**config.mk**
```make
export PLATFORM = sky130hd
export DESIGN_NAME = bird_game_ctrl
export DESIGN_NICKNAME = d
export VERILOG_FILES = /design/src/rtl/bird_game_ctrl.sv
export SDC_FILE = /design/constraint.sdc
export NUM_CORES = 1
export LEC_CHECK = 0
export BUFFER_PORTS_ARGS = -buffer_cell sky130_fd_sc_hd__buf_4
export CAP_MARGIN = 20
export CORE_MARGIN = 2
export CORE_UTILIZATION = 35
export CTS_BUF_LIST = sky130_fd_sc_hd__clkbuf_2 sky130_fd_sc_hd__clkbuf_4 sky130_fd_sc_hd__clkbuf_8
export DETAILED_ROUTE_END_ITERATION = 10
export SYNTH_ARGS = -nofsm -noshare
export SYNTH_HDL_FRONTEND = slang
export SYNTH_SLANG_ARGS = --single-unit
```
**constraint.sdc**
```tcl
create_clock -name clk -period 2.05 [get_ports clk]
set_input_delay 0.205 -clock clk [delete_from_list [all_inputs] [get_ports clk]]
set_output_delay 0.205 -clock clk [all_outputs]
set_load 0.005 [all_outputs]
```
**src/rtl/bird_game_ctrl.sv**
```systemverilog
// Game sequencer for the bird column: turns key presses into flaps, paces falls,
// detects collisions, counts passed pipes and restarts the light array.
module bird_game_ctrl #(
   parameter int unsigned ROWS       = 8,
   parameter int unsigned FALL_TICKS = 4,
   parameter int unsigned SCORE_W    = 4
) (
   input  logic               clk,
   input  logic               reset,
   input  logic               key,
   input  logic               tick,
   input  logic [ROWS-1:0]    bird_rows,
   input  logic [ROWS-1:0]    pipe_rows,
   input  logic               pipe_pass,
   output logic               flap,
   output logic               fall,
   output logic               restart,
   output logic               playing,
   output logic               game_over,
   output logic [SCORE_W-1:0] score
);

   localparam int unsigned CNT_W = (FALL_TICKS > 1) ? $clog2(FALL_TICKS) : 1;
   localparam logic [CNT_W-1:0]   CNT_LAST  = CNT_W'(FALL_TICKS - 1);
   localparam logic [SCORE_W-1:0] SCORE_MAX = '1;

   typedef enum logic [1:0] {
      IDLE = 2'd0,
      PLAY = 2'd1,
      OVER = 2'd2
   } state_t;

   state_t             state, state_n;
   logic               key_q;
   logic [CNT_W-1:0]   fall_cnt, fall_cnt_n;
   logic [SCORE_W-1:0] score_n;
   logic               flap_n, fall_n, restart_n;
   logic               press, collision;

   assign press     = key & ~key_q;
   assign collision = (|(bird_rows & pipe_rows)) | (bird_rows == '0);

   // State and registered outputs; key_q keeps tracking key during reset
   always_ff @(posedge clk) begin
      key_q <= key;
      if (reset) begin
         state     <= IDLE;
         fall_cnt  <= '0;
         score     <= '0;
         flap      <= 1'b0;
         fall      <= 1'b0;
         restart   <= 1'b0;
         playing   <= 1'b0;
         game_over <= 1'b0;
      end else begin
         state     <= state_n;
         fall_cnt  <= fall_cnt_n;
         score     <= score_n;
         flap      <= flap_n;
         fall      <= fall_n;
         restart   <= restart_n;
         playing   <= (state_n == PLAY);
         game_over <= (state_n == OVER);
      end
   end

   // Next-state and next-output logic
   always_comb begin
      state_n    = state;
      fall_cnt_n = fall_cnt;
      score_n    = score;
      flap_n     = 1'b0;
      fall_n     = 1'b0;
      restart_n  = 1'b0;
      case (state)
         IDLE: begin
            if (press) begin
               state_n    = PLAY;
               score_n    = '0;
               fall_cnt_n = '0;
            end
         end
         PLAY: begin
            if (collision) begin
               state_n = OVER;
            end else begin
               // A press overrides a fall that is due in the same cycle
               if (press) begin
                  flap_n     = 1'b1;
                  fall_cnt_n = '0;
               end else if (tick) begin
                  if (fall_cnt == CNT_LAST) begin
                     fall_n     = 1'b1;
                     fall_cnt_n = '0;
                  end else begin
                     fall_cnt_n = fall_cnt + CNT_W'(1);
                  end
               end
               if (pipe_pass && (score != SCORE_MAX)) begin
                  score_n = score + SCORE_W'(1);
               end
            end
         end
         OVER: begin
            if (press) begin
               state_n   = IDLE;
               restart_n = 1'b1;
            end
         end
         default: state_n = IDLE;
      endcase
   end

endmodule

```
=== Yosys cells after proc, flatten, opt, wreduce, memory -nomap -nowiden ===
Index checks and enable logic that the tools add are counted.

* Bits in registers: 14
* Word-level logic and storage cells: 54
* Input port bits: 21
* Output and inout bits: 9

* Reductions and logical operators: 10
* Bitwise logic cells: 7
* Add/subtract/negate cells: 2
* Equality and inequality tests: 10
* Mux-type cells: 16

{| class="wikitable"
|+ Operators with widths
! operator !! number
|-
| 2-to-1 mux 2 bit || 8
|-
| 2-to-1 mux 4 bit || 3
|-
| AND 8 bit || 1
|-
| logical NOT 8 bit || 1
|-
| case mux 4 bit (2 select lines) || 1
|-
| AND reduction 4 bit || 2
|-
| OR reduction 8 bit || 1
|-
| equality test 2 bit (second input constant) || 3
|-
| != test 2 bit (second input constant) || 3
|-
| case mux 2 bit (3 select lines) || 1
|-
| OR reduction 5 bit || 1
|-
| adder 4 x 1 -> 4 bit (second input constant) || 1
|-
| equality test 2 x 1 -> 1 bit (second input constant) || 2
|-
| != test 4 bit (second input constant) || 1
|-
| inverter 1 bit || 4
|-
| case mux 2 bit (2 select lines) || 1
|-
| != test 3 bit (second input constant) || 1
|-
| OR reduction 3 bit || 1
|-
| adder 2 x 1 -> 2 bit (second input constant) || 1
|-
| logical NOT 2 bit || 1
|-
| 2-to-1 mux 1 bit || 2
|-
| nonzero test 2 bit || 1
|-
| OR reduction 2 bit || 1
|-
| AND 1 bit || 1
|-
| other kinds (2) || 2
|}

=== Logic depth before layout (Yosys ltp) ===
* Depth in word-level cells: 6
* Depth in mapped cells: 6
* Mapped depth without buffers: 6

=== Worst setup path before layout ===
No wires, ideal clock.

* Path type: input -> register
* Start point: input bird_rows[1]
* End point: register score[0]
* Data required time: 1.928 ns
* Arrival time: 1.407 ns
* Stages: 5
* Setup time: 0.122 ns
* Buffers on the path: 0
* Setup slack: 0.522 ns
* Cells stage by stage: a22o_1 a221oi_4 nand4b_4 or2_1 a221o_1

* Cells in the longest elaborated chain, start to end: 5
* Elaborated cells on any way between the ends: 6
* Those cells by class: 1 x eq/ne; 2 x bitwise; 3 x reduce/logical

{| class="wikitable"
|+ RTL lines
! element !! RTL line !! RTL
|-
| start: declaration || 12 || <nowiki>input logic [ROWS-1:0] bird_rows,</nowiki>
|-
| AND 8 bit || 41 || <nowiki>assign collision = (|(bird_rows & pipe_rows)) | (bird_rows == '0);</nowiki>
|-
| OR reduction 8 bit || 41 ||
|-
| bitwise OR 1 bit * || 41 ||
|-
| != test 2 bit (no source line) * || -- ||
|-
| AND reduction 4 bit (no source line) * || -- ||
|-
| end signal: assignment || 58 || <nowiki>score <= score_n;</nowiki>
|-
| end: declaration || 20 || <nowiki>output logic [SCORE_W-1:0] score</nowiki>
|}

Mark *: on every way between the ends. The rest lies on a longest branch, timed or not.
A chain may end at the register's enable or synchronous reset.

=== Final worst setup path ===
* Start point: register state[0]
* End point: register score[2]

* Cells in the longest elaborated chain, start to end: 3
* Elaborated cells on any way between the ends: 8
* Those cells by class: 4 x eq/ne; 1 x mux; 3 x reduce/logical

{| class="wikitable"
|+ RTL lines
! element !! RTL line !! RTL
|-
| start: declaration || 33 || <nowiki>state_t state, state_n;</nowiki>
|-
| start signal: assignment || 56 || <nowiki>state <= state_n;</nowiki>
|-
| equality test 2 x 1 -> 1 bit / logical NOT 2 bit (equally long branches) || 75 || <nowiki>case (state)</nowiki>
|-
| != test 2 bit (no source line) / nonzero test 2 bit (equally long branches) || -- ||
|-
| AND reduction 4 bit (no source line) || -- ||
|}

Several ways; a longest one is shown, not always the timed one.

==> run metrics <==
# IOs 30; total number of vias 694; setup TNS 0 ps; maximum vdd drop between 0.4 and 0.5 mV; Comb power frac between 10% and 20%; largest net degree at the start of global routing 12; Routed WL per cell approximately 12 um; die width approximately 50 um; Sink Count 14; cts bufs inserted 3; post-CTS sizing 0; Post-Syn Area about 750 um^2; row cnt 16; register area share after synthesis 37.4%; count leader, synth dfxtp_1; initial antenna violation count 0; Hold WS between 20 and 30 ps; hold path start key; Clk pwr share between 30% and 40%; Final setup viols 0; hold depth 1; WP data required about 2300 ps; P_sw about 0.13 mW; first-pass GRT wire length ~2.7 mm; layout cells sized above 1 32.4%; unrepaired setup endpoints after global routing no; hpwl dp ~1.3 mm; DRC 0; pwr dens around 550 nW/um^2; CP cell instances nor2b_1 > nand2_1 > o21ai_0 > or3b_1 > a21oi_1; WL final around 1.6 mm; synthesized flop and latch total 14; slowest stage delay, CP approximately 530 ps; initial core utilization between 30% and 40%; Initial DRC Count 11; Root Buffer clkbuf_4; Max-Slew Margin vs Limit just over 70%; Flop pwr share 50.1%; Max-Cap Viols 0; Clock H-tree levels 1; arrival time worst endpoint 1840 ps; Die Y around 50 um; Fmax achieved 619 MHz; reg2reg path depth 5; core area ~2000 um^2; GP Congestion a little over 0.7; CP Capture Type register; CTS tree built; vias in the first global route 629; Pleak approximately 0.43 nW; Synth warnings 0; final worst setup slack between 400 and 500 ps; fin util 51.7%; clk_skew 3.67 ps; Final Hold Vio Count 0; share of the synthesized area in the top cell type a little under two fifths; Critical Path Source state[0]$_SDFF_PP0_; syn nets 104; CP Max Fanout 9; cell class contributing the biggest share of worst-path delay simple AND/OR/NAND/NOR gates; Cell Int Power ~0.43 mW; Worst Tran Pin Value around 420 ps; Final Max Slew Viols 0; I/O Buffers 29; Slowest-stage cell, CP dfxtp_1; ant diodes 0; number of nets in the layout 135; Avg Vias per Cell approximately 5.0; crit path launch type register; Total Power about 0.57 mW; Buf/Inv on CP 0; leading area contributor after synthesis dfxtp_1; kind of critical path register to register; total gr overflow 0; Post-synth top flop dfxtp_1; FFs w/ async S/R, synth 0%; Sw Ratio 23.6%; Die Area about 2500 um^2; distinct cell type count after synthesis 29; antenna viol nets, final 0; latest clock arrival within the worst-skew pair 280 ps; Worst path depth 5; Layout area overhead 36.7%; Hold Path Class input pin to register; reg2reg start state[0]$_SDFF_PP0_; Tmin final about 1600 ps; First-pass DRT Iterations 4; hold bufs inserted after CTS 0; Post-Place Setup Slack 304 ps; crit share post-route between 70% and 80%; Clock transition at path regs ~90 ps; synth top area cells dfxtp_1 (37%), a221oi_4 (7.0%), nor2b_1 (5.0%), nand2b_1 (4.2%), nand2_1 (4.0%); Avg Cell Area, Syn between 9 and 10 um^2; top cells by count, synth dfxtp_1 (14), nand2_1 (8), nor2_1 (6), nor2b_1 (6), nand2b_1 (5); number of synthesized flops with an enable pin 0; Post-CTS Setup Inserts 0; status complete, no violations; Clock Tree Buf Depth 2; GRT Total Usage about 14%; Synth Instances around 80
==> per-layer routing <==
layer	GRT usage, %	vias up	part of all wire [%]	routed length [um]
li1	-	365	-	-
met1	17.0	309	46	740
met2	23.2	18	47	763
met3	6.25	2	6.0	97
met4	3.70	0	0.62	10
met5	0	-	0	0
==> area by class of cell <==
| type | count | area (um^2) |
|---|---|---|
| fill | 186 | 957 |
| multi-input combinational | 63 | 453 |
| sequential | 14 | 280 |
| timing repair buffer | 29 | 218 |
| clock buffer | 4 | 36.3 |
| tap | 27 | 33.8 |
| inverter | 1 | 3.75 |
==> sequential cells by signal, indices dropped and copies added (netlist names) <==
name,flops
fall,1
fall_cnt,2
flap,1
game_over,1
key_q,1
playing,1
restart,1
score,4
state,2
==> final timing paths <==
| path | endpoint | slack, ps |
|---|---|---|
| min | key_q$_DFF_P_ | 30 |
| max | score[2]$_SDFFE_PP0P_ | 430 |
| min reg2reg | fall_cnt[1]$_SDFFE_PP0P_ | 490 |
| max reg2reg | score[2]$_SDFFE_PP0P_ | 430 |
==> cell families after synthesis <==
group	after synthesis	share of synthesized area, %
AOI/OAI and AO/OA	20	24.2
buffers and inverters	4	2.17
and+or+nand+nor	39	30.2
adders and majority gates	2	3.34
DFF	14	37.4
muxes	2	2.67
==> cells in the final DEF, fill, tap and decap left out <==
cell and instances:
nor3_1 1, buf_4 29, clkbuf_8 1, nor2_1 6, a21oi_1 3, a2111oi_0 1, clkbuf_4 3, a221oi_4 2
inv_1 1, nor2b_1 6, nand4b_4 1, nand3_1 4, nand2_1 8, a22o_1 2, or3b_1 1, dfxtp_1 14
ha_1 2, a211oi_1 3, nand2b_1 5, or2_1 2, o221ai_1 1, nand3b_1 1, a221o_1 2, o211ai_1 1
o311ai_1 1, o21ai_0 4, or4_1 2, and2_1 1, nor4_1 1, mux2i_1 2
==> power by group through the flow <==
stage	clock, mW	sequential (mW)	combinational [mW]
2_1_floorplan	0	0.285	0.0430
3_3_place_gp	0	0.290	0.0837
3_5_place_dp	0	0.290	0.0833
4_1_cts	0.206	0.283	0.0836
5_1_grt	0.219	0.284	0.0916
6_report	0.199	0.283	0.0832
==> through the flow <==
stage | instance area [um^2] | cells
2_1_floorplan | 749 | 81
3_3_place_gp | 988 | 134
3_5_place_dp | 988 | 134
4_1_cts | 1020 | 138
5_1_grt | 1020 | 138
6_report | 1020 | 138
==> worst reg2reg max path, stage by stage, from the launching register on <==
cell and delay (ps):
dfxtp_1 530, nor2b_1 320, nand2_1 80, o21ai_0 150, or3b_1 360, a21oi_1 120
(Power assumes the default switching activity.)
